===== src/rtl/conv_stream_ctrl_pkg.sv =====
// conv_stream_ctrl_pkg
//   Shared definitions for the conv block and its host-side driver:
//   word widths, register-file depths, the driver FSM state encoding and
//   the default result_done timeout.
package conv_stream_ctrl_pkg;

    // Existing conv block definitions
    localparam int PATTERN_BIT = 7;
    localparam int KERNEL_BIT  = 7;
    localparam int RESULT_BIT  = 15;
    localparam int PATTERN_NUM = 9;
    localparam int KERNEL_NUM  = 4;
    localparam int RESULT_NUM  = 4;

    // Cycles spent in WAIT without result_done before giving up
    localparam int TIMEOUT_DEF = 16;

    // Driver FSM state encoding
    typedef enum logic [2:0] {
        ST_IDLE = 3'd0,
        ST_ARM  = 3'd1,
        ST_FEED = 3'd2,
        ST_WAIT = 3'd3,
        ST_CAPT = 3'd4
    } conv_state_t;

endpackage


===== src/rtl/conv_stream_ctrl.sv =====
// conv_stream_ctrl
//   Host-side driver for the conv block. Holds one 3x3 pattern and one 2x2
//   kernel written by the host, and on start streams them into conv (one word
//   per cycle), then captures the four serial results qualified by
//   result_done into a result file the host reads back.
//
// Ports
//   Aclk, rst            clock, asynchronous active-high reset
//   wr_en/wr_sel/wr_addr/wr_data
//                        host write port (wr_sel 0 = pattern 0..8,
//                        1 = kernel 0..3); ignored while busy
//   start                run request, honoured only when idle
//   rd_addr/rd_data      combinational read of the result file
//   busy/done/err        run status; done is a one-cycle pulse, err is sticky
//                        until the next accepted start
//   conv_rst/conv_xin/conv_kin/conv_rout/conv_result_done
//                        interface to the conv block
//
// Handshake: start is a level sampled only in IDLE; it needs no ready, the
// host watches busy (high from the accepted start until the edge that
// raises done) and done (one-cycle pulse marking the end of a run, normal
// or error). Results in the file are valid whenever busy is low.
module conv_stream_ctrl
    import conv_stream_ctrl_pkg::*;
#(
    parameter int PAT_W   = PATTERN_BIT + 1,
    parameter int KER_W   = KERNEL_BIT + 1,
    parameter int RES_W   = RESULT_BIT + 1,
    parameter int TIMEOUT = TIMEOUT_DEF
) (
    input  logic             Aclk,
    input  logic             rst,
    input  logic             wr_en,
    input  logic             wr_sel,
    input  logic [3:0]       wr_addr,
    input  logic [PAT_W-1:0] wr_data,
    input  logic             start,
    input  logic [1:0]       rd_addr,
    output logic [RES_W-1:0] rd_data,
    output logic             busy,
    output logic             done,
    output logic             err,
    output logic             conv_rst,
    output logic [PAT_W-1:0] conv_xin,
    output logic [KER_W-1:0] conv_kin,
    input  logic [RES_W-1:0] conv_rout,
    input  logic             conv_result_done
);

    localparam int TMO_W = $clog2(TIMEOUT + 1);

    logic [PAT_W-1:0] pat_mem [PATTERN_NUM];
    logic [KER_W-1:0] ker_mem [KERNEL_NUM];
    logic [RES_W-1:0] res_mem [RESULT_NUM];

    conv_state_t      state;
    logic [3:0]       idx;
    logic [1:0]       cap_cnt;
    logic [TMO_W-1:0] tmo_cnt;

    assign rd_data = res_mem[rd_addr];

    // Host register files. The write port is locked out for the whole run so
    // the words streamed to conv cannot change underneath it.
    always_ff @(posedge Aclk or posedge rst) begin
        if (rst) begin
            for (int i = 0; i < PATTERN_NUM; i++) pat_mem[i] <= '0;
            for (int i = 0; i < KERNEL_NUM; i++)  ker_mem[i] <= '0;
        end else if (wr_en && !busy) begin
            if (!wr_sel) begin
                if (wr_addr <= 4'd8) pat_mem[wr_addr] <= wr_data;
            end else begin
                if (wr_addr <= 4'd3) ker_mem[wr_addr[1:0]] <= wr_data[KER_W-1:0];
            end
        end
    end

    // Run sequencer. All conv-facing outputs and status flags are registered
    // here; done defaults low so it only ever pulses for one cycle.
    always_ff @(posedge Aclk or posedge rst) begin
        if (rst) begin
            state    <= ST_IDLE;
            conv_rst <= 1'b1;
            conv_xin <= '0;
            conv_kin <= '0;
            busy     <= 1'b0;
            done     <= 1'b0;
            err      <= 1'b0;
            idx      <= '0;
            cap_cnt  <= '0;
            tmo_cnt  <= '0;
            for (int i = 0; i < RESULT_NUM; i++) res_mem[i] <= '0;
        end else begin
            done <= 1'b0;
            case (state)
                ST_IDLE: begin
                    conv_rst <= 1'b1;
                    conv_xin <= '0;
                    conv_kin <= '0;
                    if (start) begin
                        state <= ST_ARM;
                        busy  <= 1'b1;
                        err   <= 1'b0;
                    end
                end

                // Release conv and present word 0 in the same cycle so conv
                // sees its first operands on the first edge out of reset.
                ST_ARM: begin
                    conv_rst <= 1'b0;
                    conv_xin <= pat_mem[0];
                    conv_kin <= ker_mem[0];
                    idx      <= 4'd1;
                    state    <= ST_FEED;
                end

                ST_FEED: begin
                    conv_xin <= pat_mem[idx];
                    conv_kin <= (idx <= 4'd3) ? ker_mem[idx[1:0]] : '0;
                    idx      <= idx + 4'd1;
                    if (idx == 4'd8) begin
                        state   <= ST_WAIT;
                        tmo_cnt <= '0;
                    end
                end

                ST_WAIT: begin
                    conv_xin <= '0;
                    conv_kin <= '0;
                    if (conv_result_done) begin
                        res_mem[0] <= conv_rout;
                        cap_cnt    <= 2'd1;
                        state      <= ST_CAPT;
                    end else if (tmo_cnt == TMO_W'(TIMEOUT - 1)) begin
                        err      <= 1'b1;
                        done     <= 1'b1;
                        busy     <= 1'b0;
                        conv_rst <= 1'b1;
                        state    <= ST_IDLE;
                    end else begin
                        tmo_cnt <= tmo_cnt + TMO_W'(1);
                    end
                end

                // result_done must stay high for all four results; a drop
                // ends the run as an error without sampling that cycle.
                ST_CAPT: begin
                    if (!conv_result_done) begin
                        err      <= 1'b1;
                        done     <= 1'b1;
                        busy     <= 1'b0;
                        conv_rst <= 1'b1;
                        state    <= ST_IDLE;
                    end else begin
                        res_mem[cap_cnt] <= conv_rout;
                        cap_cnt          <= cap_cnt + 2'd1;
                        if (cap_cnt == 2'd3) begin
                            done     <= 1'b1;
                            busy     <= 1'b0;
                            conv_rst <= 1'b1;
                            state    <= ST_IDLE;
                        end
                    end
                end

                default: begin
                    state    <= ST_IDLE;
                    conv_rst <= 1'b1;
                    busy     <= 1'b0;
                end
            endcase
        end
    end

endmodule


===== config.mk =====
export PLATFORM = sky130hd
export DESIGN_NAME = conv_stream_ctrl
export DESIGN_NICKNAME = d
export VERILOG_FILES = /design/src/rtl/conv_stream_ctrl_pkg.sv /design/src/rtl/conv_stream_ctrl.sv
export SDC_FILE = /design/constraint.sdc
export NUM_CORES = 1
export LEC_CHECK = 0
export CAP_MARGIN = 10
export CORE_MARGIN = 4
export CORE_UTILIZATION = 55
export DETAILED_ROUTE_END_ITERATION = 8
export PLACE_DENSITY = 0.85
export SYNTH_ARGS = -nofsm -noshare
export SYNTH_HDL_FRONTEND = slang
export SYNTH_SLANG_ARGS = --single-unit

===== constraint.sdc =====
create_clock -name Aclk -period 9.3 [get_ports Aclk]
set_input_delay 1.395 -clock Aclk [delete_from_list [all_inputs] [get_ports Aclk]]
set_output_delay 1.395 -clock Aclk [all_outputs]
set_load 0.03 [all_outputs]

==> results of run 1 <==
## worst max-delay path: stages
cell	delay (ns)
clkdlybuf4s50_1	0.78
buf_8	0.24
mux4_2	0.54
clkdlybuf4s50_1	0.61
## cells by family (layout without fill, tap and decap cells)
kind of cell | count (synthesis) | count (layout) | share of synthesized area [%]
multiplexers | 208 | 208 | 30.4
flip-flops | 202 | 202 | 55.0
buffers and inverters | 50 | 123 | 2.34
AO/OA/AOI/OAI | 72 | 72 | 5.24
AND/OR/NAND/NOR | 95 | 95 | 5.77
XOR/XNOR | 1 | 1 | 0.0952
adder cells (fa/ha/maj) | 9 | 9 | 1.22
## flip-flops by register name, indices dropped and copies added (netlist names), 2 cells and up
register / cells
pat_mem: 72
res_mem: 64
ker_mem: 32
conv_kin: 8
conv_xin: 8
tmo_cnt: 5
idx: 4
state: 3
cap_cnt: 2
## through the flow
stage / cell area (µm²) / worst slack (ns) / hold WS (ns) / utilization (%)
6_report: 10700 / 4.34 / 0.485 / 65.0
5_1_grt: 10700 / 4.24 / 0.515 / 65.0
2_1_floorplan: 9200 / 2.40 / 0.443 / -
3_5_place_dp: 10100 / 3.99 / 0.475 / 61.2
3_3_place_gp: 10100 / 4.10 / 0.456 / 61.2
4_1_cts: 10700 / 3.99 / 0.488 / 64.9
## Yosys cell counts (2+ instances only)
| master | number |
|---|---|
| nand2_1 | 46 |
| nor4b_2 | 2 |
| a21oi_1 | 13 |
| nor2b_1 | 4 |
| mux4_2 | 40 |
| nor3b_1 | 2 |
| o21ai_0 | 21 |
| and3b_1 | 3 |
| nand3_1 | 5 |
| mux2_2 | 168 |
| a32oi_1 | 7 |
| ha_1 | 9 |
| and3_1 | 5 |
| nor2_1 | 11 |
| o22ai_1 | 2 |
| a22oi_1 | 10 |
| o2111ai_1 | 2 |
| dfrtp_1 | 201 |
| nor3_2 | 2 |
| buf_4 | 3 |
| a221oi_1 | 7 |
| o221ai_1 | 2 |
| nand2b_1 | 3 |
| nor3_1 | 2 |
| buf_2 | 13 |
| clkbuf_1 | 18 |
| inv_1 | 14 |
## area by class of cell
class / instances / area, µm² / area share (%)
Clock buffer: 29 / 606 / 5.66
Clock inverter: 2 / 10.0 / 0.0935
Inverter: 15 / 63.8 / 0.596
Multi-Input combinational cell: 385 / 3930 / 36.7
Sequential cell: 202 / 5060 / 47.3
Tap cell: 220 / 275 / 2.57
Timing Repair Buffer: 77 / 763 / 7.13
## power groups by stage
stage	combinational, µW	clock [µW]	sequential [µW]
2_1_floorplan	494	0	1150
3_3_place_gp	678	0	1150
3_5_place_dp	705	0	1170
4_1_cts	709	774	1150
5_1_grt	760	814	1170
6_report	699	757	1150
## worst max-delay path by stage
stage               cells after the start          endpoint  slack [ns]        from
floorplan                               1  busy$_DFFE_PP0P_        2.40         rst
global placement                        3        rd_data[0]        4.10  rd_addr[0]
detailed placement                      3        rd_data[5]        3.99  rd_addr[0]
CTS                                     3        rd_data[6]        3.99  rd_addr[0]
global route                            4        rd_data[6]        4.24  rd_addr[0]
finish                                  4        rd_data[6]        4.34  rd_addr[0]
## per-layer routing
metal  routed length, µm  up-vias  part of all wire, %  track usage, %
li1                    -     2499                    -               -
met1                7880     2976                   41            27.5
met2               10000      126                   52            36.9
met3                 853       27                  4.5            3.14
met4                 336        0                  1.8            4.88
met5                   0        -                    0               0
==> run_results.csv, run 1 <==
group,metric,value,unit
global_routing,grt_first_pass_wirelength,31600,µm
layout,area.growth.synth_to_final,16.3,%
layout,fin_cells,930,
sta,clock_skew,0.0125,ns
worst_setup_path,reg2reg_to,"res_mem[51]$_DFFE_PP0P_",
sta,hold_violations,0,
power_and_ir_drop,peakVddDrop,0.000211,V
floorplan,initial_core_util,55.9,%
global_routing,grt_pass1_vias,6177,
synthesis,synthDistinctLibCells,49,
synthesis,synth_edf_count,0,
global_routing,grt_max_degree,114,
layout,fillers,1216,
synthesis,synthCells,637,
place,io_buffers,71,
clock_tree,clock_latency,0.48,ns
clock_tree,clock-sinks,202,
floorplan,die_h,137,µm
synthesis,ys_ff_latch,202,
sta,post-route-period-util,53.4,%
synthesis,synth.area.top_cells,"dfrtp_1 (55%), mux2_2 (21%), mux4_2 (9.8%)",
floorplan,fp.dieArea,18900,µm²
detailed_routing,route.detailed.drc,0,
min_path,min_from,"tmo_cnt[4]$_DFFE_PP0P_",
clock_tree,cts_tree,"yes",
clock_tree,cts-root-buf,"clkbuf_16",
layout,antenna_cells,0,
job,max_cap_viol_count,0,
detailed_routing,ant_nets,0,
worst_setup_path,cp-end-kind,"output port",
layout,layout_commonest_cell,"dfrtp_1",
worst_setup_path,startpoint_type,"input port",
worst_setup_path,crit_fanout,10,
place,gp_congestion,0.806,
detailed_routing,routed_wl,19100,µm
worst_setup_path,r2r_start,"state[0]$_DFFE_PP0P_",
detailed_routing,dr.pass1.iters,4,
min_path,hold_path_end,"tmo_cnt[4]$_DFFE_PP0P_",
clock_tree,h-tree-depth,1,
worst_setup_path,path_class,"input port to output port",
sta,drv_slew,0,
sta,setup_violations,0,
detailed_routing,drt-wirelength-per-cell,20.5,µm
synthesis,async_reset_ff_share,100,%
detailed_routing,post_drt_via_cell_ratio,6.05,
power_and_ir_drop,power.density,244,nW/µm²
synthesis,synth_top_area_share,54.7,%
synthesis,ys.flop_type,"dfrtp_1",
layout,final_cell_mix,"dfrtp_1 (201), mux2_2 (168), clkdlybuf4s50_1 (71), nand2_1 (46), mux4_2 (40)",
synthesis,avgSynthCellArea,14.4,µm²
global_routing,gr-total-overflow,0,
worst_setup_path,r2r_slack,6.71,ns
power_and_ir_drop,p_comb_share,26.8,%
worst_setup_path,arrival,3.57,ns
detailed_routing,drt_iter0_drc,313,
status,outcome,"complete, no violations",
worst_setup_path,rr_worst_depth,4,
clock_tree,clockBufferDepth,3,
floorplan,ios,72,
clock_tree,postCtsResizedCells,0,
synthesis,synth_top_area_cell,"dfrtp_1",
sta,max_freq,202,MHz
clock_tree,cts.clk_slew.worst_paths,0.06,ns
power_and_ir_drop,power.switching,795,µW
layout,layout-drive-gt1-share,35.6,%
sta,rsz0062_at_grt,"false",
global_routing,antenna_found_initial,0,
power_and_ir_drop,internal_power,1810,µW
detailed_routing,vias,5628,
global_routing,grtUsageTotal,20.9,%
sta,relSlewSlack,27.8,%
floorplan,fp.dieW,137,µm
clock_tree,postCtsHoldBufs,0,
power_and_ir_drop,design_power_total,2610,µW
min_path,holdPathStages,2,
floorplan,fp-row-count,47,
sta,setup-tns-final,0,ns
power_and_ir_drop,switching_share,30.5,%
place,dp_cells,898,
power_and_ir_drop,pwr-share-clk,29.0,%
synthesis,syn_nets,682,
power_and_ir_drop,cellLeakagePower,0.00494,µW
sta,fin_crit,4.96,ns
synthesis,seq_area_frac_synth,55.0,%
synthesis,syn-cell-area,9200,µm²
clock_tree,cts_setup_buffers,0,
floorplan,core,16500,µm²
power_and_ir_drop,seq_power_share,44.2,%
layout,layout.nets,746,
worst_setup_path,cp_data_required_time,7.91,ns
clock_tree,cts_buffers,20,
synthesis,yosys_warnings,0,
place,dp_hpwl,12600,µm
min_path,hold_class,"register to register",
sta,worst_pin_slew,1.07,ns
Note: power is estimated with default switching activity, not from simulation.
==> run 2, diff against run 1 <==
==> constraint.sdc (replaced) <==
create_clock -name Aclk -period 4.71 [get_ports Aclk]
set_input_delay 0.7065 -clock Aclk [delete_from_list [all_inputs] [get_ports Aclk]]
set_output_delay 0.7065 -clock Aclk [all_outputs]
set_load 0.03 [all_outputs]
==> run 2 against run 1 <==
Setup slack worse by 3.1 ns. Cell area is 0.78% higher. Critical path type unchanged. Critical path depth is 1 lower. First-iteration DRC count is 18% higher. Final cell count is 0.97% higher. Largest power group unchanged. Clock skew is 0.0034 ns higher. Hold slack worse by 0.0050 ns.
==> run_results.csv, run 2 (synthesis gave the netlist of run 1 again) <==
group,metric,value,unit
status,outcome,"complete, no violations",
detailed_routing,vias,5695,
detailed_routing,ant_nets,0,
clock_tree,postCtsHoldBufs,0,
worst_setup_path,crit_fanout,16,
global_routing,grt_max_degree,91,
clock_tree,cts-root-buf,"clkbuf_16",
sta,rsz0062_at_grt,"false",
clock_tree,h-tree-depth,1,
layout,area.growth.synth_to_final,17.2,%
min_path,hold_class,"register to register",
power_and_ir_drop,peakVddDrop,0.000282,V
sta,fin_crit,3.46,ns
worst_setup_path,rr_worst_depth,4,
detailed_routing,dr.pass1.iters,5,
clock_tree,cts_tree,"yes",
detailed_routing,route.detailed.drc,0,
layout,layout-drive-gt1-share,36.6,%
worst_setup_path,cp_data_required_time,4.00,ns
sta,setup_violations,0,
global_routing,grt_first_pass_wirelength,31700,µm
place,dp_hpwl,12800,µm
detailed_routing,drt-wirelength-per-cell,20.7,µm
layout,layout.nets,750,
detailed_routing,drt_iter0_drc,370,
worst_setup_path,cpMostUsedCell,"clkdlybuf4s50_1",
layout,final_cell_mix,"dfrtp_1 (201), mux2_2 (168), clkdlybuf4s50_1 (71), nand2_1 (46), mux4_2 (40)",
power_and_ir_drop,cellLeakagePower,0.00499,µW
floorplan,ios,72,
sta,worst_pin_slew,1.12,ns
floorplan,initial_core_util,55.9,%
floorplan,fp.dieW,137,µm
layout,regMostFlops,"pat_mem",
worst_setup_path,critPathMaxStageDelay,1.00,ns
worst_setup_path,cp.buffers_inverters,2,
global_routing,grtUsageTotal,21.2,%
worst_setup_path,crit_slowest_cell,"clkdlybuf4s50_1",
floorplan,fp-row-count,47,
floorplan,die_h,137,µm
worst_setup_path,critical_path_cell_count,3,
global_routing,gr-total-overflow,0,
sta,relSlewSlack,25.0,%
job,max_cap_viol_count,0,
worst_setup_path,critPathTopFamily,"buffers and inverters",
power_and_ir_drop,power.density,488,nW/µm²
global_routing,antenna_found_initial,0,
clock_tree,postCtsResizedCells,0,
sta,drv_slew,0,
place,gp_congestion,0.795,
layout,largestRegisters,"pat_mem (72), res_mem (64), ker_mem (32)",
clock_tree,clockBufferDepth,3,
worst_setup_path,cp-end-kind,"output port",
detailed_routing,routed_wl,19500,µm
clock_tree,cts.clk_slew.worst_paths,0.06,ns
power_and_ir_drop,design_power_total,5270,µW
sta,setup-tns-final,0,ns
min_path,holdPathStages,2,
worst_setup_path,startpoint_type,"input port",
layout,antenna_cells,0,
place,io_buffers,71,
layout,largest_register_ffs,72,
floorplan,core,16500,µm²
clock_tree,cts_setup_buffers,0,
layout,layout_commonest_cell,"dfrtp_1",
worst_setup_path,worstPathCellList,"clkdlybuf4s50_1, mux4_2, clkdlybuf4s50_1",
clock_tree,clock_latency,0.49,ns
sta,max_freq,289,MHz
sta,hold_violations,0,
worst_setup_path,path_class,"input port to output port",
clock_tree,clock-sinks,202,
detailed_routing,post_drt_via_cell_ratio,6.06,
clock_tree,cts_buffers,21,
sta,clock_skew,0.0158,ns
worst_setup_path,arrival,2.75,ns
floorplan,fp.dieArea,18900,µm²
global_routing,grt_pass1_vias,6161,
sta,post-route-period-util,73.4,%
-- run 2: cell count changes in the layout (fill, tap and decap cells not counted), sizes merged --
cell	before	now
clkbuf	29	27
clkinvlp	0	1
buf	6	9
inv	15	14
bufinv	0	1
clkinv	2	9
-- run 2: worst register-to-register path, delay by kind of cell (launching register included) --
family	cells	cell delay [ns]
mux	1	0.43
flops	1	0.85
simple gates	2	0.53
compound gates	1	0.76
-- run 2: path summary, 6_finish.rpt --
kind	startpoint	endpoint	slack, ns
hold / removal	tmo_cnt[4]$_DFFE_PP0P_	tmo_cnt[4]$_DFFE_PP0P_	0.48
setup / recovery	rd_addr[1]	rd_data[10]	1.25
max in group asynchronous	rst	ker_mem[19]$_DFFE_PP0P_	3.25
min in group asynchronous	rst	pat_mem[53]$_DFFE_PP0P_	0.61
hold reg to reg	tmo_cnt[4]$_DFFE_PP0P_	tmo_cnt[4]$_DFFE_PP0P_	0.48
setup reg to reg	state[0]$_DFFE_PP0P_	res_mem[52]$_DFFE_PP0P_	2.01
-- run 2: per-layer routing --
metal  GRT usage [%]  routed length [µm]
met5               0                   0
met4            6.10                 422
met3            2.99                 996
met2            36.5                9920
met1            28.2                8120
-- run 2: per-stage QoR --
stage | hold WS [ns] | utilization [%] | setup slack, ns | std cells | area (µm²)
floorplan | 0.443 | - | 1.39 | 637 | 9200
CTS | 0.477 | 65.4 | 1.24 | 938 | 10800
global placement | 0.457 | 61.3 | 1.36 | 901 | 10100
detailed placement | 0.463 | 61.3 | 1.25 | 901 | 10100
global route | 0.516 | 65.5 | 1.19 | 939 | 10800
finish | 0.480 | 65.5 | 1.25 | 939 | 10800
-- run 2: layout make-up --
class	count	area, µm²
clock buffer	27	588
sequential	202	5060
inverter	15	60.1
clock inverter	10	75.1
tap	220	275
fill	1151	5680
timing repair buffer	80	803
multi-input combinational	385	3930
-- run 2: where the power goes --
part / leakage [µW] / internal [µW] / switching, µW
combinational: 0.00192 / 660 / 715
sequential: 0.00274 / 2040 / 261
clock: 0.000339 / 934 / 652
total: 0.00499 / 3640 / 1630
==> run 3, diff against run 2 <==
==> constraint.sdc (replaced) <==
create_clock -name Aclk -period 3.52 [get_ports Aclk]
set_input_delay 0.528 -clock Aclk [delete_from_list [all_inputs] [get_ports Aclk]]
set_output_delay 0.528 -clock Aclk [all_outputs]
set_load 0.03 [all_outputs]
==> run 3 against run 2 <==
Setup slack got worse by 0.74 ns. Wire length rose by 1.2%. Cell area grew 1.2%. Global-route usage rose by 0.51 points. Non-clock buffer count up 4. Clock skew down 0.0046 ns. Clock-buffer cell count increased by 5. Combinational power is 33% higher. Critical path depth increased by 1. Largest cell class unchanged.
==> run_results.csv, run 3 (synthesis gave the netlist of run 1 again) <==
group,metric,value,unit
status,outcome,"complete, no violations",
power_and_ir_drop,power.density,673,nW/µm²
floorplan,initial_core_util,55.9,%
clock_tree,cts_setup_buffers,0,
layout,layout-drive-gt1-share,36.7,%
place,io_buffers,71,
clock_tree,cts_buffers,22,
clock_tree,postCtsResizedCells,0,
layout,largest_register_ffs,72,
detailed_routing,dr.pass1.iters,4,
sta,post-route-period-util,85.6,%
worst_setup_path,cp_data_required_time,2.99,ns
detailed_routing,post_drt_via_cell_ratio,5.99,
sta,setup-tns-final,0,ns
detailed_routing,route.detailed.drc,0,
worst_setup_path,cp-end-kind,"output port",
min_path,hold_class,"input port to async pin",
sta,setup_violations,0,
global_routing,grt_max_degree,87,
layout,largestRegisters,"pat_mem (72), res_mem (64), ker_mem (32)",
worst_setup_path,arrival,2.48,ns
sta,rsz0062_at_grt,"false",
detailed_routing,drt_iter0_drc,316,
place,gp_congestion,0.796,
worst_setup_path,crit_fanout,16,
detailed_routing,vias,5652,
detailed_routing,routed_wl,19700,µm
layout,antenna_cells,0,
sta,setup_slack,0.508,ns
place,dp_hpwl,13000,µm
layout,layout.nets,755,
sta,drv_slew,0,
floorplan,die_h,137,µm
global_routing,grt_first_pass_wirelength,32200,µm
clock_tree,clock_latency,0.49,ns
layout,layout_commonest_cell,"dfrtp_1",
global_routing,grt_pass1_vias,6188,
sta,clock_skew,0.0113,ns
global_routing,antenna_found_initial,0,
sta,hold_violations,0,
global_routing,grtUsageTotal,21.7,%
layout,fillers,1123,
worst_setup_path,startpoint_type,"input port",
floorplan,fp.dieW,137,µm
detailed_routing,drt-wirelength-per-cell,20.9,µm
clock_tree,cts.clk_slew.worst_paths,0.06,ns
place,dpl_cell_area,10200,µm²
sta,relSlewSlack,45.9,%
sta,worst_pin_slew,0.810,ns
power_and_ir_drop,peakVddDrop,0.000451,V
layout,stdcell_area,10900,µm²
clock_tree,h-tree-depth,1,
detailed_routing,ant_nets,0,
clock_tree,clockBufferDepth,3,
clock_tree,postCtsHoldBufs,0,
floorplan,fp.dieArea,18900,µm²
floorplan,ios,72,
layout,final_util,66.3,%
job,max_cap_viol_count,0,
clock_tree,cts-root-buf,"clkbuf_16",
layout,regMostFlops,"pat_mem",
floorplan,core,16500,µm²
place,dpl_worst_slack,0.513,ns
floorplan,fp-row-count,47,
clock_tree,clock-sinks,202,
layout,final_cell_mix,"dfrtp_1 (201), mux2_2 (168), clkdlybuf4s50_1 (71), nand2_1 (46), mux4_2 (40)",
layout,area.growth.synth_to_final,18.7,%
worst_setup_path,path_class,"input port to output port",
sta,max_freq,332,MHz
global_routing,gr-total-overflow,0,
power_and_ir_drop,cellLeakagePower,0.00505,µW
clock_tree,cts_tree,"yes",
sta,fin_crit,3.01,ns
## run 3: cell types whose count changed in the layout (fill, tap and decap cells not counted)
cell       change
clkbuf_1       +2
clkbuf_8       +1
bufinv_16      +2
buf_4          +4
clkinv_2       -6
clkbuf_16      +2
## run 3: worst max-delay path, stage by stage
cell,delay [ns]
clkdlybuf4s50_1,0.46
buf_4,0.31
mux4_2,0.56
clkdlybuf4s50_1,0.61
## run 3: area by class of cell
| class | instances | area (µm²) | share of cell area, % |
|---|---|---|---|
| Inverter | 15 | 60.1 | 0.550 |
| Sequential cell | 202 | 5060 | 46.3 |
| Multi-Input combinational cell | 385 | 3930 | 36.0 |
| Tap cell | 220 | 275 | 2.52 |
| Clock buffer | 32 | 659 | 6.04 |
| Clock inverter | 6 | 105 | 0.963 |
| Timing Repair Buffer | 84 | 833 | 7.63 |
## run 3: power breakdown
part / switching (µW) / internal [µW] / leakage (µW) / total, µW
combinational: 921 / 901 / 0.00194 / 1820
sequential: 388 / 2740 / 0.00274 / 3120
clock: 886 / 1510 / 0.000378 / 2400
total: 2190 / 5150 / 0.00505 / 7340
## run 3: per-layer routing
metal / vias up / GRT usage [%] / wire (µm)
met3: 27 / 3.58 / 972
met5: - / 0 / 0
met4: 0 / 5.71 / 303
met2: 143 / 37.1 / 10200
li1: 2518 / - / -
met1: 2964 / 29.0 / 8170
## run 3: final timing paths
check                                   startpoint                       to  slack (ns)  cells past startpoint
max                                     rd_addr[0]              rd_data[10]        0.51                      4
min                                            rst  pat_mem[21]$_DFFE_PP0P_        0.45                      2
max reg2reg                       busy$_DFFE_PP0P_   pat_mem[8]$_DFFE_PP0P_        1.22                      4
min reg2reg                conv_kin[2]$_DFFE_PP0P_  conv_kin[2]$_DFFE_PP0P_        0.49                      2
max in group asynchronous                      rst  res_mem[16]$_DFFE_PP0P_        2.24                      3
min in group Aclk          conv_kin[2]$_DFFE_PP0P_  conv_kin[2]$_DFFE_PP0P_        0.49                      2
## run 3: through the flow
stage          total power, µW  hold WS, ns  cells
2_1_floorplan             4350        0.443    637
3_3_place_gp              4860        0.457    906
3_5_place_dp              4970        0.478    906
4_1_cts                   7390        0.458    944
5_1_grt                   7690        0.485    944
6_report                  7340        0.452    944
